==> src/rtl/bus_datapath_p.sv <==
// bus_datapath_p
//   Single-bus processor datapath: NREG general registers plus HI, LO, Y,
//   ZHI/ZLO and MDR, all exchanging data over one combinational bus that is
//   selected from one-hot source enables. An ALU takes A from Y and B from
//   the bus. Logic and arithmetic ops finish in one cycle. Signed MUL/DIV
//   are iterative and take WIDTH cycles behind a start/busy/done handshake.
//
//   Optional feature macro: R0_ZERO_EN
//     When it is defined, R0 always reads 0 and ignores reg_in[0]. reg_out[0]
//     still counts as a bus driver for priority and for bus_err.
//
// Ports
//   clk, clr            rising-edge clock, async active-high reset
//   reg_in/reg_out      per-register load / drive enables
//   hi_*/lo_*/y_in      HI, LO, Y load and drive enables
//   zhi_out/zlo_out     ALU result registers drive bus
//   mdr_in/mdr_read     load MDR; source 1=mdata_in, 0=bus
//   mdr_out, c_out      MDR / c_val drive bus
//   op, start           ALU opcode and start strobe
//   busy, done          iterative op running / one-cycle result pulse
//   bus, bus_err        bus value / two or more drivers active
//   mdr_q               MDR contents to memory
//
// ALU state machine
//   state   | meaning
//   ST_IDLE | accepts start; single-cycle ops complete here
//   ST_MUL  | shift-add multiply on operand magnitudes
//   ST_DIV  | restoring divide on operand magnitudes
module bus_datapath_p #(
  parameter int WIDTH = 32,
  parameter int NREG  = 16
) (
  input  logic             clk,
  input  logic             clr,
  input  logic [NREG-1:0]  reg_in,
  input  logic [NREG-1:0]  reg_out,
  input  logic             hi_in,
  input  logic             lo_in,
  input  logic             hi_out,
  input  logic             lo_out,
  input  logic             zhi_out,
  input  logic             zlo_out,
  input  logic             y_in,
  input  logic             mdr_in,
  input  logic             mdr_read,
  input  logic             mdr_out,
  input  logic [WIDTH-1:0] mdata_in,
  input  logic             c_out,
  input  logic [WIDTH-1:0] c_val,
  input  logic [3:0]       op,
  input  logic             start,
  output logic             busy,
  output logic             done,
  output logic [WIDTH-1:0] bus,
  output logic             bus_err,
  output logic [WIDTH-1:0] mdr_q
);

  localparam int SW   = $clog2(WIDTH);
  localparam int NSRC = NREG + 6;

  typedef enum logic [1:0] {ST_IDLE, ST_MUL, ST_DIV} state_t;

  logic [WIDTH-1:0] regs_q [NREG];
  logic [WIDTH-1:0] hi_q, lo_q, y_q, mdr_val_q, zhi_q, zlo_q;

  // ---------------- bus ----------------
  logic [NSRC-1:0] src_en;
  assign src_en  = {c_out, mdr_out, zlo_out, zhi_out, lo_out, hi_out, reg_out};
  // Clearing the lowest set bit leaves something only if two or more are set.
  assign bus_err = |(src_en & (src_en - NSRC'(1)));

  // Lowest-priority source is assigned first so higher ones overwrite it.
  always_comb begin
    bus = '0;
    if (c_out)   bus = c_val;
    if (mdr_out) bus = mdr_val_q;
    if (zlo_out) bus = zlo_q;
    if (zhi_out) bus = zhi_q;
    if (lo_out)  bus = lo_q;
    if (hi_out)  bus = hi_q;
    for (int i = NREG - 1; i >= 0; i--) begin
      if (reg_out[i]) bus = regs_q[i];
    end
  end

  // ---------------- register file and side registers ----------------
  always_ff @(posedge clk or posedge clr) begin
    if (clr) begin
      for (int i = 0; i < NREG; i++) regs_q[i] <= '0;
      hi_q      <= '0;
      lo_q      <= '0;
      y_q       <= '0;
      mdr_val_q <= '0;
    end else begin
      for (int i = 0; i < NREG; i++) begin
        if (reg_in[i]) regs_q[i] <= bus;
      end
`ifdef R0_ZERO_EN
      regs_q[0] <= '0;
`endif
      if (hi_in)  hi_q <= bus;
      if (lo_in)  lo_q <= bus;
      if (y_in)   y_q  <= bus;
      if (mdr_in) mdr_val_q <= mdr_read ? mdata_in : bus;
    end
  end

  assign mdr_q = mdr_val_q;

  // ---------------- single-cycle ALU ----------------
  logic [WIDTH:0]   sum_d, diff_d;
  logic [SW-1:0]    amt;
  logic [SW:0]      inv_amt;
  logic [WIDTH-1:0] sc_hi_d, sc_lo_d;

  always_comb begin
    sum_d   = {1'b0, y_q} + {1'b0, bus};
    diff_d  = {1'b0, y_q} - {1'b0, bus};
    amt     = bus[SW-1:0];
    inv_amt = (SW+1)'(WIDTH) - {1'b0, amt};
    sc_hi_d = '0;
    sc_lo_d = '0;
    case (op)
      4'd0:  begin sc_lo_d = sum_d[WIDTH-1:0];  sc_hi_d = WIDTH'(sum_d[WIDTH]);  end
      4'd1:  begin sc_lo_d = diff_d[WIDTH-1:0]; sc_hi_d = WIDTH'(diff_d[WIDTH]); end
      4'd2:  sc_lo_d = y_q & bus;
      4'd3:  sc_lo_d = y_q | bus;
      4'd4:  sc_lo_d = y_q >> amt;
      4'd5:  sc_lo_d = y_q << amt;
      4'd6:  sc_lo_d = (y_q >> amt) | (y_q << inv_amt);
      4'd7:  sc_lo_d = (y_q << amt) | (y_q >> inv_amt);
      4'd10: sc_lo_d = -bus;
      4'd11: sc_lo_d = ~bus;
      default: ;
    endcase
  end

  // ---------------- iterative MUL/DIV ----------------
  state_t           state_q;
  logic             busy_q, done_q;
  logic [SW:0]      cnt_q;
  logic [WIDTH-1:0] acc_hi_q, acc_lo_q, opnd_q, a_q;
  logic             neg_q, neg_r_q, div0_q;

  logic [WIDTH-1:0]   mag_a, mag_b;
  logic [WIDTH:0]     msum, shifted, trial;
  logic [WIDTH-1:0]   mul_hi_d, mul_lo_d, div_hi_d, div_lo_d;
  logic [2*WIDTH-1:0] prod_d;
  logic [WIDTH-1:0]   quo_d, rem_d;

  always_comb begin
    mag_a    = y_q[WIDTH-1] ? -y_q : y_q;
    mag_b    = bus[WIDTH-1] ? -bus : bus;
    // MUL: acc_lo holds the multiplier, opnd the multiplicand.
    msum     = {1'b0, acc_hi_q} + (acc_lo_q[0] ? {1'b0, opnd_q} : '0);
    mul_hi_d = msum[WIDTH:1];
    mul_lo_d = {msum[0], acc_lo_q[WIDTH-1:1]};
    // DIV: acc_lo holds the dividend shifting out / quotient shifting in.
    shifted  = {acc_hi_q, acc_lo_q[WIDTH-1]};
    trial    = shifted - {1'b0, opnd_q};
    div_hi_d = trial[WIDTH] ? shifted[WIDTH-1:0] : trial[WIDTH-1:0];
    div_lo_d = {acc_lo_q[WIDTH-2:0], ~trial[WIDTH]};
    prod_d   = neg_q ? -{mul_hi_d, mul_lo_d} : {mul_hi_d, mul_lo_d};
    quo_d    = div0_q ? '1  : (neg_q   ? -div_lo_d : div_lo_d);
    rem_d    = div0_q ? a_q : (neg_r_q ? -div_hi_d : div_hi_d);
  end

  always_ff @(posedge clk or posedge clr) begin
    if (clr) begin
      state_q  <= ST_IDLE;
      busy_q   <= 1'b0;
      done_q   <= 1'b0;
      zhi_q    <= '0;
      zlo_q    <= '0;
      cnt_q    <= '0;
      acc_hi_q <= '0;
      acc_lo_q <= '0;
      opnd_q   <= '0;
      a_q      <= '0;
      neg_q    <= 1'b0;
      neg_r_q  <= 1'b0;
      div0_q   <= 1'b0;
    end else begin
      done_q <= 1'b0;
      case (state_q)
        ST_IDLE: if (start) begin
          if (op == 4'd8 || op == 4'd9) begin
            state_q  <= (op == 4'd8) ? ST_MUL : ST_DIV;
            busy_q   <= 1'b1;
            cnt_q    <= (SW+1)'(WIDTH - 1);
            acc_hi_q <= '0;
            acc_lo_q <= (op == 4'd8) ? mag_b : mag_a;
            opnd_q   <= (op == 4'd8) ? mag_a : mag_b;
            a_q      <= y_q;
            neg_q    <= y_q[WIDTH-1] ^ bus[WIDTH-1];
            neg_r_q  <= y_q[WIDTH-1];
            div0_q   <= (bus == '0);
          end else begin
            zhi_q  <= sc_hi_d;
            zlo_q  <= sc_lo_d;
            done_q <= 1'b1;
          end
        end
        ST_MUL, ST_DIV: begin
          acc_hi_q <= (state_q == ST_MUL) ? mul_hi_d : div_hi_d;
          acc_lo_q <= (state_q == ST_MUL) ? mul_lo_d : div_lo_d;
          if (cnt_q == '0) begin
            if (state_q == ST_MUL) begin
              zhi_q <= prod_d[2*WIDTH-1:WIDTH];
              zlo_q <= prod_d[WIDTH-1:0];
            end else begin
              zhi_q <= rem_d;
              zlo_q <= quo_d;
            end
            done_q  <= 1'b1;
            busy_q  <= 1'b0;
            state_q <= ST_IDLE;
          end else begin
            cnt_q <= cnt_q - 1'b1;
          end
        end
        default: state_q <= ST_IDLE;
      endcase
    end
  end

  assign busy = busy_q;
  assign done = done_q;

endmodule

==> config.mk <==
export PLATFORM = sky130hd
export DESIGN_NAME = bus_datapath_p
export DESIGN_NICKNAME = d
export VERILOG_FILES = /design/src/rtl/bus_datapath_p.sv
export SDC_FILE = /design/constraint.sdc
export NUM_CORES = 2
export LEC_CHECK = 0
export BUFFER_PORTS_ARGS = -buffer_cell sky130_fd_sc_hd__clkbuf_2
export CAP_MARGIN = 20
export CORE_AREA = 2 2 430 326
export DETAILED_ROUTE_END_ITERATION = 12
export DIE_AREA = 0 0 432 328
export HOLD_SLACK_MARGIN = 0.1
export PLACE_DENSITY_LB_ADDON = 0.08
export SYNTH_ARGS = -nofsm -noshare
export SYNTH_HDL_FRONTEND = slang
export SYNTH_SLANG_ARGS = --single-unit
==> constraint.sdc <==
create_clock -name clk -period 36.4 [get_ports clk]
set_clock_uncertainty 0.2 [all_clocks]
set_input_delay 7.28 -clock clk [delete_from_list [all_inputs] [get_ports clk]]
set_output_delay 7.28 -clock clk [all_outputs]
set_load 0.005 [all_outputs]
==> flow_metrics.tcl <==
set metrics [dict create \
    ctsRootBufferMaster "clkbuf_16" \
    worstPathArrival_ns 11.09 \
    wl_per_cell_um 36.0 \
    netlist_area_mm2 0.0615 \
    leakage_nw 27.5 \
    synthCells 7210 \
    synthTopCellsByArea "dfrtp_1, mux2_2, a21oi_1" \
    final_layout_size_suffix_gt1_share_pct 16.0 \
    placed_cells 8733 \
    setup_violations 0 \
    reg2regPathDepth 23 \
    yosys.area.top_type "dfrtp_1" \
    synth_ff_type "dfrtp_1" \
    synth-edff-count 0 \
    worstMarginPinSlew_ns 1.36 \
    max_freq_mhz 53.8 \
    p_int_mw 2.51 \
    min_path_cells 2 \
    reg2reg_to "zhi_q[28]" \
    run_status "finished, final reports clean" \
    drc_errors 0 \
    startpoint_type "primary input" \
    place_ws_ns 18.03 \
    power.switching_mw 2.33 \
    yosysUniqueCellTypes 110 \
    clkSinkCount 844 \
    grt_max_degree 170 \
    async_flop_share_pct 100 \
    antenna_found_initial 38 \
    hold_class "reg -> reg" \
    cts_hold_buf 0 \
    pwr-share-comb_pct 50.0 \
    grt_pass1_wl_mm 445 \
    die_area_mm2 0.142 \
    nNetsFinal 7300 \
    drtIter0Drc 9244 \
    placementRows 118 \
    start_util_pct 44.8 \
    port_buffers 180 \
    hold_violations 0 \
    cts_tree "yes" \
    min_period_ns 18.57 \
    cts.path.max_buffers 3 \
    fin_crit_sh_pct 51.0 \
    clockPowerShare_pct 20.7 \
    via_count 61800 \
    cts_setup_buffers 0 \
    tns_ns 0 \
    yosysWarnings 0 \
    p_per_area_mw_per_mm2 72.1 \
    grt_use_total_pct 44.1 \
    min_to "a_q[22]" \
    critPathKind "in -> out" \
    via_per_inst 6.93 \
    routed_wl_mm 321 \
    firstDrtPassIters 8 \
    synth_top_area_share_pct 34.4 \
    detailed_place_hpwl_mm 232 \
    cp-end-kind "output pin" \
    slew_headroom_pct 9.34 \
    clock_latency_ns 0.78 \
    synthToLayoutAreaGrowth_pct 9.32 \
    synth_seq_area_share_pct 34.4 \
    largest_register "regs_q" \
    crit_fanout 41 \
    maxCapViolCount 0 \
    crit_required_ns 28.92 \
    clk_pin_slew_ns 0.06 \
    synth-seq-cells 844 \
    place_congestion 1.06 \
    synth.avg_cell_area_um2 8.53 \
    r2r_start "acc_lo_q[31]" \
    power_frac_seq_pct 29.3 \
    synth_common_cells "dfrtp_1, a21oi_1, nand2_1" \
    cts_buffers 92 \
    synth.most_common_cell "dfrtp_1" \
    finalHoldWorstSlack_ns 0.277 \
    placed_area_mm2 0.0640 \
    die_w_um 432 \
    ir_drop_uv 55.4 \
    largest_reg_flops 512 \
    min_from "a_q[22]" \
    fin_cells 8913 \
    switching_share_pct 48.2 \
    r2r_setup_slack_ns 27.76 \
    fp.coreArea_mm2 0.137 \
    final_area_mm2 0.0672 \
    grt-ovfl-total 0 \
    grt_pass1_vias 55800 \
    cts_max_level 3 \
    rsz0062_at_grt "no" \
    finalWorstSetupSlack_ns 17.83 \
    final_max_slew_viol_count 0 \
    syn_nets 7479 \
    final_antenna_net_count 0 \
    die_h_um 328 \
    io-pin-count 181 \
    cts_resized 0 \
]
## cell families (layout without fill, tap and decap cells)
logic type / count (synthesis) / after routing / synth area share (%)
other: 0 / 14 / 0
AND/OR/NAND/NOR: 2049 / 2049 / 15.5
flip-flops: 844 / 844 / 34.4
adder cells (fa/ha/maj): 155 / 155 / 3.19
XOR/XNOR: 283 / 283 / 4.03
buffers and inverters: 904 / 793 / 5.76
AO/OA/AOI/OAI: 2301 / 2301 / 24.4
multiplexers: 674 / 674 / 12.8
## power by group through the flow
stage                     Sequential (mW)  Combinational (mW)  Clock, mW
after floorplan                      1.29                1.49          0
after global placement               1.42                2.29          0
after detailed placement             1.42                2.30          0
after CTS                            1.41                2.31       1.01
after global routing                 1.44                2.52       1.04
final                                1.42                2.42       1.00
## layout by cell type, fill, tap and decap left out, types with 131 or more instances in the layout
| cell | Yosys | layout |
|---|---|---|
| nor3_1 | 135 | 131 |
| xnor2_1 | 185 | 183 |
| buf_4 | 5 | 216 |
| dfrtp_1 | 844 | 842 |
| inv_1 | 211 | 207 |
| mux2i_1 | 231 | 231 |
| clkbuf_2 | 0 | 180 |
| ha_1 | 152 | 149 |
| a21oi_1 | 707 | 700 |
| nand2_1 | 667 | 662 |
| nor2_1 | 659 | 657 |
| o21ai_0 | 497 | 495 |
| mux2_2 | 393 | 393 |
## layer usage
layer	track usage, %	share of wire (%)	vias up
met2	56.8	38	4148
met1	64.1	43	31000
met4	18.5	4.9	42
met3	17.7	14	658
met5	0.401	0.11	-
li1	-	-	25900
## final cells by class
class | count | area, µm²
sequential | 844 | 21100
antenna | 14 | 35.0
fill | 13300 | 70000
clock inverter | 32 | 512
multi-input combinational | 5462 | 37100
timing repair buffer | 403 | 2630
clock buffer | 130 | 2640
inverter | 228 | 866
tap | 1800 | 2250
## worst max-delay path by stage
stage                     start      end  slack, ns  cells past startpoint
finish              reg_out[14]  bus[24]      17.83                     11
global route        reg_out[14]  bus[24]      17.83                     11
CTS                 reg_out[14]  bus[24]      18.04                     11
detailed placement  reg_out[14]  bus[24]      18.03                     11
global placement    reg_out[14]  bus[27]      18.01                     10
floorplan                   clr   a_q[0]       5.21                      1
## critical path, cell delays in order
cell	delay [ns]
clkbuf_2	0.60
buf_4	0.56
nand3b_1	0.18
a221o_1	0.15
a2bb2oi_1	0.06
a311o_1	0.47
a211o_1	0.34
a31oi_4	0.57
buf_4	0.39
inv_1	0.23
clkbuf_2	0.19
## stage by stage
step	utilization (%)	total power, mW
after floorplan	-	2.79
after global placement	46.6	3.71
after detailed placement	46.6	3.72
after CTS	48.9	4.73
after global routing	49.0	5.01
final	49.0	4.85
(Power assumes the default switching activity.)
